<file path="src/rtl/fetch_unit_if.sv">
// Memory read bus between the fetch unit (master) and instruction memory (slave).
//   memAddr  : fetch address, held stable while memRead is high
//   memRead  : read request
//   memData  : read data, meaningful only when memReady is high
//   memReady : memory completes the read this cycle
interface fetch_unit_if #(
  parameter int WORD = 16
);
  logic [WORD-1:0] memAddr;
  logic            memRead;
  logic [WORD-1:0] memData;
  logic            memReady;

  modport master (
    output memAddr,
    output memRead,
    input  memData,
    input  memReady
  );

  modport slave (
    input  memAddr,
    input  memRead,
    output memData,
    output memReady
  );
endinterface

</file>
<file path="src/rtl/fetch_unit.sv">
// Instruction fetch unit for the multi-cycle XM core.
// Fetches one WORD-bit instruction per fetch_i request over a ready-handshake
// memory bus, latches it into the IR and owns the program counter.
// Ports:
//   clk_i, rst_n_i   clock, asynchronous active-low reset
//   fetch_i          request the next instruction fetch (honoured only when idle)
//   pcLoad_i         load PC from pcLoadVal_i (bit 0 forced to 0)
//   pcLoadVal_i      branch/jump target
//   mem              memory bus (master side)
//   instWord_o       instruction register
//   instValid_o      IR holds a freshly fetched, non-stale word
//   pc_o             address of the next fetch
//   busy_o           fetch in progress
//
// state   | meaning
// IDLE    | no bus transaction outstanding
// WAIT    | read issued, data will be written to the IR
// DISCARD | read issued, PC was reloaded meanwhile; data will be dropped
module fetch_unit #(
  parameter int              WORD     = 16,
  parameter logic [WORD-1:0] RESET_PC = '0
) (
  input  logic            clk_i,
  input  logic            rst_n_i,
  input  logic            fetch_i,
  input  logic            pcLoad_i,
  input  logic [WORD-1:0] pcLoadVal_i,
  fetch_unit_if.master    mem,
  output logic [WORD-1:0] instWord_o,
  output logic            instValid_o,
  output logic [WORD-1:0] pc_o,
  output logic            busy_o
);

  typedef enum logic [1:0] {
    IDLE    = 2'd0,
    WAIT    = 2'd1,
    DISCARD = 2'd2
  } state_t;

  state_t          state_q, state_d;
  logic [WORD-1:0] pc_q, pc_d;
  logic [WORD-1:0] addr_q, addr_d;
  logic            read_q, read_d;
  logic [WORD-1:0] ir_q, ir_d;
  logic            valid_q, valid_d;
  logic            busy_q;
  logic [WORD-1:0] load_val;

  // Instructions are halfword aligned, so a loaded target always drops bit 0.
  assign load_val = {pcLoadVal_i[WORD-1:1], 1'b0};

  always_ff @(posedge clk_i or negedge rst_n_i) begin
    if (!rst_n_i) begin
      state_q <= IDLE;
      pc_q    <= RESET_PC;
      addr_q  <= '0;
      read_q  <= 1'b0;
      ir_q    <= '0;
      valid_q <= 1'b0;
      busy_q  <= 1'b0;
    end else begin
      state_q <= state_d;
      pc_q    <= pc_d;
      addr_q  <= addr_d;
      read_q  <= read_d;
      ir_q    <= ir_d;
      valid_q <= valid_d;
      busy_q  <= (state_d != IDLE);
    end
  end

  always_comb begin
    state_d = state_q;
    pc_d    = pc_q;
    addr_d  = addr_q;
    read_d  = read_q;
    ir_d    = ir_q;
    valid_d = valid_q;

    unique case (state_q)
      IDLE: begin
        if (pcLoad_i) begin
          pc_d    = load_val;
          valid_d = 1'b0;
        end
        if (fetch_i) begin
          addr_d  = pcLoad_i ? load_val : pc_q;
          read_d  = 1'b1;
          valid_d = 1'b0;
          state_d = WAIT;
        end
      end

      WAIT: begin
        // A load during an outstanding read wins: the read still completes on
        // the bus but its data and the PC increment are thrown away.
        if (pcLoad_i) begin
          pc_d = load_val;
          if (mem.memReady) begin
            read_d  = 1'b0;
            state_d = IDLE;
          end else begin
            state_d = DISCARD;
          end
        end else if (mem.memReady) begin
          ir_d    = mem.memData;
          valid_d = 1'b1;
          pc_d    = addr_q + WORD'(2);
          read_d  = 1'b0;
          state_d = IDLE;
        end
      end

      DISCARD: begin
        if (pcLoad_i) begin
          pc_d = load_val;
        end
        if (mem.memReady) begin
          read_d  = 1'b0;
          state_d = IDLE;
        end
      end

      default: begin
        state_d = IDLE;
        read_d  = 1'b0;
      end
    endcase
  end

  assign mem.memAddr = addr_q;
  assign mem.memRead = read_q;
  assign instWord_o  = ir_q;
  assign instValid_o = valid_q;
  assign pc_o        = pc_q;
  assign busy_o      = busy_q;

endmodule

</file>
<file path="src/flat_wrapper.sv">
// flat-port wrapper written by rule: the top's interface ports become plain ports
module fetch_unit_flat 
#(
  parameter int              WORD     = 16,
  parameter logic [WORD-1:0] RESET_PC = '0
)
  (clk_i, rst_n_i, fetch_i, pcLoad_i, pcLoadVal_i, instWord_o, instValid_o, pc_o, busy_o, mem_memAddr, mem_memRead, mem_memData, mem_memReady);
  fetch_unit_if #(.WORD(WORD)) mem_i ();
  input  logic clk_i;
  input  logic rst_n_i;
  input  logic fetch_i;
  input  logic pcLoad_i;
  input  logic [WORD-1:0] pcLoadVal_i;
  output logic [WORD-1:0] instWord_o;
  output logic instValid_o;
  output logic [WORD-1:0] pc_o;
  output logic busy_o;
  output wire logic [$bits(mem_i.memAddr)-1:0] mem_memAddr;
  output wire logic [$bits(mem_i.memRead)-1:0] mem_memRead;
  input wire logic [$bits(mem_i.memData)-1:0] mem_memData;
  input wire logic [$bits(mem_i.memReady)-1:0] mem_memReady;
  assign mem_memAddr = mem_i.memAddr;
  assign mem_memRead = mem_i.memRead;
  assign mem_i.memData = mem_memData;
  assign mem_i.memReady = mem_memReady;
  fetch_unit #(.WORD(WORD), .RESET_PC(RESET_PC)) u_core (.clk_i(clk_i), .rst_n_i(rst_n_i), .fetch_i(fetch_i), .pcLoad_i(pcLoad_i), .pcLoadVal_i(pcLoadVal_i), .mem(mem_i), .instWord_o(instWord_o), .instValid_o(instValid_o), .pc_o(pc_o), .busy_o(busy_o));
endmodule
</file>
<file path="config.mk">
export PLATFORM = sky130hd
export DESIGN_NAME = fetch_unit_flat
export DESIGN_NICKNAME = d
export VERILOG_FILES = /design/src/rtl/fetch_unit_if.sv /design/src/rtl/fetch_unit.sv /design/src/flat_wrapper.sv
export SDC_FILE = /design/constraint.sdc
export NUM_CORES = 1
export LEC_CHECK = 0
export ABC_AREA = 0
export BUFFER_PORTS_ARGS = -buffer_cell sky130_fd_sc_hd__buf_2
export CORE_ASPECT_RATIO = 1.1
export CORE_MARGIN = 2
export CORE_UTILIZATION = 50
export DETAILED_ROUTE_END_ITERATION = 12
export PLACE_DENSITY = 0.79
export SYNTH_ARGS = -nofsm -noshare
export SYNTH_HDL_FRONTEND = slang
export SYNTH_SLANG_ARGS = --single-unit
</file>
<file path="constraint.sdc">
create_clock -name clk_i -period 2.15 [get_ports clk_i]
set_clock_uncertainty 0.15 [all_clocks]
set_input_delay 0.5375 -clock clk_i [delete_from_list [all_inputs] [get_ports clk_i]]
set_output_delay 0.5375 -clock clk_i [all_outputs]
set_load 0.02 [all_outputs]
</file>
Yosys cells after proc, flatten, opt, wreduce, memory -nomap -nowiden
Index checks and enable logic that the tools add are counted.

storage, ports and cells
  bits in registers = 53
  input port bits = 37
  logic and storage cells = 45

operators by class
  equality and inequality tests = 8
  bitwise logic cells = 1
  add/subtract/negate cells = 1
  reduce and logical (&&, ||, !) cells = 11
  muxes and demuxes = 17

operators with widths
  kind                     number
  $mux W16                 3
  $pmux W16 S2             1
  $add A16 B2 Y16 const B  1
  $mux W2                  4
  $mux W1                  6
  $ne A2 B2 Y1 const B     3
  $ne A3 B3 Y1 const B     2
  $pmux W2 S3              1
  $reduce_and A2 Y1        3
  $reduce_bool A2 Y1       3
  $pmux W1 S2              2
  $reduce_and A4 Y1        1
  $reduce_or A2 Y1         2
  $reduce_and A3 Y1        1
  $eq A2 B1 Y1 const B     1
  $eq A2 B2 Y1 const B     1
  $logic_not A2 Y1         1
  $ne A2 B1 Y1 const B     1
  $not A1 Y1               1

Depth between registers and ports, before layout
  depth in word-level cells = 4
  mapped depth = 8
  gate-level depth less buffers = 6

Worst setup path before layout
No wires, ideal clock.

  kind = flip-flop to flip-flop
  from = reg u_core.state_q[0]
  to = reg u_core.pc_q[4], in the netlist u_core.pc_o[4]
  buffers on the path = 2
  setup slack = 0.296 ns
  cell stages (with the launch flop) = 8
  arrival = 1.581 ns
  clock period less this slack = 1.854 ns
  cell sequence = dfrtp_1 > inv_1 > ha_1 > buf_2 > or2_1 > buf_2 > o22a_1 > o221a_1

on the way
  cells in the longest elaborated chain, start to end = 4
  elaborated cells on any way between the ends = 8
  those cells by class = eq/ne: 3; mux: 1; reduce/logical: 4

RTL lines
  item                                                     line              text
  start: declaration                                       fetch_unit.sv:41  state_t state_q, state_d;
  start signal: assignment                                 fetch_unit.sv:63  state_q <= state_d;
  $eq A2 B2 Y1 / $logic_not A2 Y1 (equally long branches)  fetch_unit.sv:81  unique case (state_q)
  $reduce_or A2 Y1 (no source line)                        n/a
  $reduce_bool A2 Y1 (no source line)                      n/a
  $reduce_and A2 Y1 (no source line)                       n/a
  end signal: assignment                                   fetch_unit.sv:64  pc_q <= pc_d;
  end: declaration                                         fetch_unit.sv:42  logic [WORD-1:0] pc_q, pc_d;

Several ways; a longest one is shown, not always the timed one.
A chain may end at the register's enable or synchronous reset.

Worst setup path in the final report
Ends and elaborated chain as after synthesis.

==> metrics.cfg <==
[worst_setup_path]
r2r_slack_ns = 0.17
setup.worst_path.end_class = flip-flop
critPathMaxFanout = 9
startpoint_type = flip-flop
arrival_ns = 2.03
crit_type = flip-flop to flip-flop
cp.required_ns = 2.20

[layout]
layout.nets = 377
area.sequential_sq_um = 1330
area_growth_syn_to_layout_pct = 23.3
diodes = 0
mostFrequentLayoutCells = 86 x buf_2, 53 x dfrtp_1, 27 x a21oi_1, 24 x nor2_1, 16 x mux2_2
final_common_cell = buf_2
drive_gt1_share_pct = 38.4
fin_util_pct = 64.5
final_area_sq_um = 3270
fill_cells = 416
multi_input_area_sq_um = 1230

[sta]
hold_violations = 0
rsz0062_at_grt = no
worst_slew_pin_slew_ns = 0.541
final_max_slew_viol_count = 0
max-slew-margin-rel_pct = 64.0
period_needed_ns = 1.98
tns_ns = 0
post-route-period-util_pct = 92.1
setup-violations-final = 0
hold-worst-slack_ns = 0.0495
timing.fmax_ghz = 0.505

[clock_network]
clk_latency_ns = 0.30
cts.htree.levels = 2
hold_buffers = 0
cts_made_buffers = 5
clk_pin_slew_ns = 0.10
cts-root-buf = clkbuf_8
clockBufferDepth = 2
cts_tree = yes
postCtsSetupBuffers = 0
cts_resized = 0
cts_sinks = 53

[detailed_routing]
vias = 2204
routedWlPerCell_microns = 15.1
ant_nets = 0
dr.first_iter.drc_count = 104
dr.pass1.iters = 4
wl_microns = 5970
routed_via_density = 5.59
drc = 0

[global_routing]
grt.total_usage_pct = 21.2
grt_max_degree = 33
grt_pass1_vias = 2102
antenna_found_initial = 0
grt_pass1_wl_microns = 9610
grt_overflow = 0

[synth]
synth_seq_cells = 53
yosysWarningCount = 0
syn_inst = 244
yosysUniqueCellTypes = 42
synth_fp_nets = 286
syn_area_sq_um = 2650
syn_avg_cell_area_sq_um = 10.9
ys_seq_area_share_pct = 50.0

[power_and_ir_drop]
power_leakage_nw = 1.53
power_density_nw_per_um2 = 1590
peakVddDrop_v = 0.000754

[floorplan]
initial_utilization_pct = 52.3
core-area_sq_um = 5070
num_rows = 27
pin_count = 88
die_w_microns = 73.4
die_h_microns = 80.4
dieArea_sq_um = 5900

[place]
placed_area_sq_um = 3170
dpl.hpwl_microns = 4400
gp_congestion = 0.840
port-buffer-count = 86

[run_status]
outcome = finished, final reports clean

[run]
cap_viol_max_count = 0

[min_path]
hp-class = input pin to async pin

[power by group]
part	switching (mW)	leakage (nW)	internal, mW
registers	0.450	0.616	1.47
logic	1.62	0.866	1.07
clock network	0.347	0.0447	0.236
[state kept, by name, summed over array words and instances (netlist names)]
register and flops:
u_core.busy_o 1, u_core.instValid_o 1, u_core.instWord_o 16, u_core.mem.memAddr 16
u_core.mem.memRead 1, u_core.pc_o 16, u_core.state_q 2
[worst max-delay path: stages (launching register included)]
cell	delay (ns)
dfrtp_1	0.43
inv_1	0.10
ha_1	0.31
or2_1	0.33
o22a_1	0.31
o221a_1	0.25
[worst paths after layout]
check,startpoint,to,cells after the start
max,u_core.state_q[0]$_DFF_PN0_,u_core.pc_o[4]$_DFFE_PN0P_,5
min,rst_n_i,u_core.mem.memAddr[4]$_DFFE_PN0P_,1
max reg2reg,u_core.state_q[0]$_DFF_PN0_,u_core.pc_o[4]$_DFFE_PN0P_,5
min reg2reg,u_core.instWord_o[10]$_DFFE_PN0P_,u_core.instWord_o[10]$_DFFE_PN0P_,1
max in group asynchronous,rst_n_i,u_core.pc_o[5]$_DFFE_PN0P_,2
min in group clk_i,mem_memData[11],u_core.instWord_o[11]$_DFFE_PN0P_,2
[final cells by class]
type                            count  share of cell area (%)
Multi-Input combinational cell    171                    37.7
Inverter                            9                    1.03
Clock inverter                      3                   0.766
Timing Repair Buffer               95                    15.6
Clock buffer                        5                    2.11
Sequential cell                    53                    40.6
Tap cell                           58                    2.22
[synth_stat cells]
library cell   n  area [sq um]
dfrtp_1       53          1330
a21oi_1       27           135
nor2_1        24          90.1
mux2_2        16           180
mux2i_1       15           150
o22ai_1       11          68.8
inv_1          9          33.8
xnor2_1        9          78.8
o21ai_0        8          40.0
a22oi_1        6          45.0
buf_2          6          30.0
o21ai_1        6          30.0
ha_1           5          62.6
nand2_1        5          18.8
nand3_1        5          25.0
nor3_1         5          25.0
a31oi_1        2          12.5
and2_1         2          12.5
buf_4          2          15.0
clkbuf_1       2          7.51
nor2b_1        2          12.5
nor3b_1        2          15.0
or2_1          2          12.5
xor2_1         2          17.5
a221o_1        1          10.0
a41o_2         1          11.3
and4_1         1          8.76
buf_6          1          11.3
nand2b_1       1          6.26
nand3_2        1          10.0
nand3b_1       1          7.51
nand4_1        1          6.26
nand4_2        1          12.5
nand4_4        1          21.3
nor4_2         1          12.5
nor4_4         1          21.3
o211ai_1       1          7.51
o21ai_4        1          16.3
o21ba_2        1          10.0
o221a_1        1          11.3
o22a_1         1          8.76
o22ai_2        1          12.5
[metrics by stage]
step                      instances  power [mW]  setup slack, ns
after floorplan                 244        3.74            0.296
after global placement          386        4.52            0.237
after detailed placement        386        4.61            0.153
after CTS                       394        5.21            0.140
after global routing            394        5.56          0.00203
final                           394        5.19            0.170
[cell families after synthesis]
family,after synthesis,share of synthesized area (%)
simple gates,56,12.0
compound gates,68,15.8
flops,53,50.0
xor+xnor,11,3.64
fa+ha+maj,5,2.36
buf+inv,20,3.68
mux,31,12.5
[per-layer routing]
layer  up-vias  routed length [microns]  track usage, %
li1       1055                        -               -
met1      1060                     2500            26.1
met2        84                     2970            36.8
met3         5                      420            5.02
met4         0                       70            6.00
met5         -                        0               0
(Power assumes the default switching activity.)
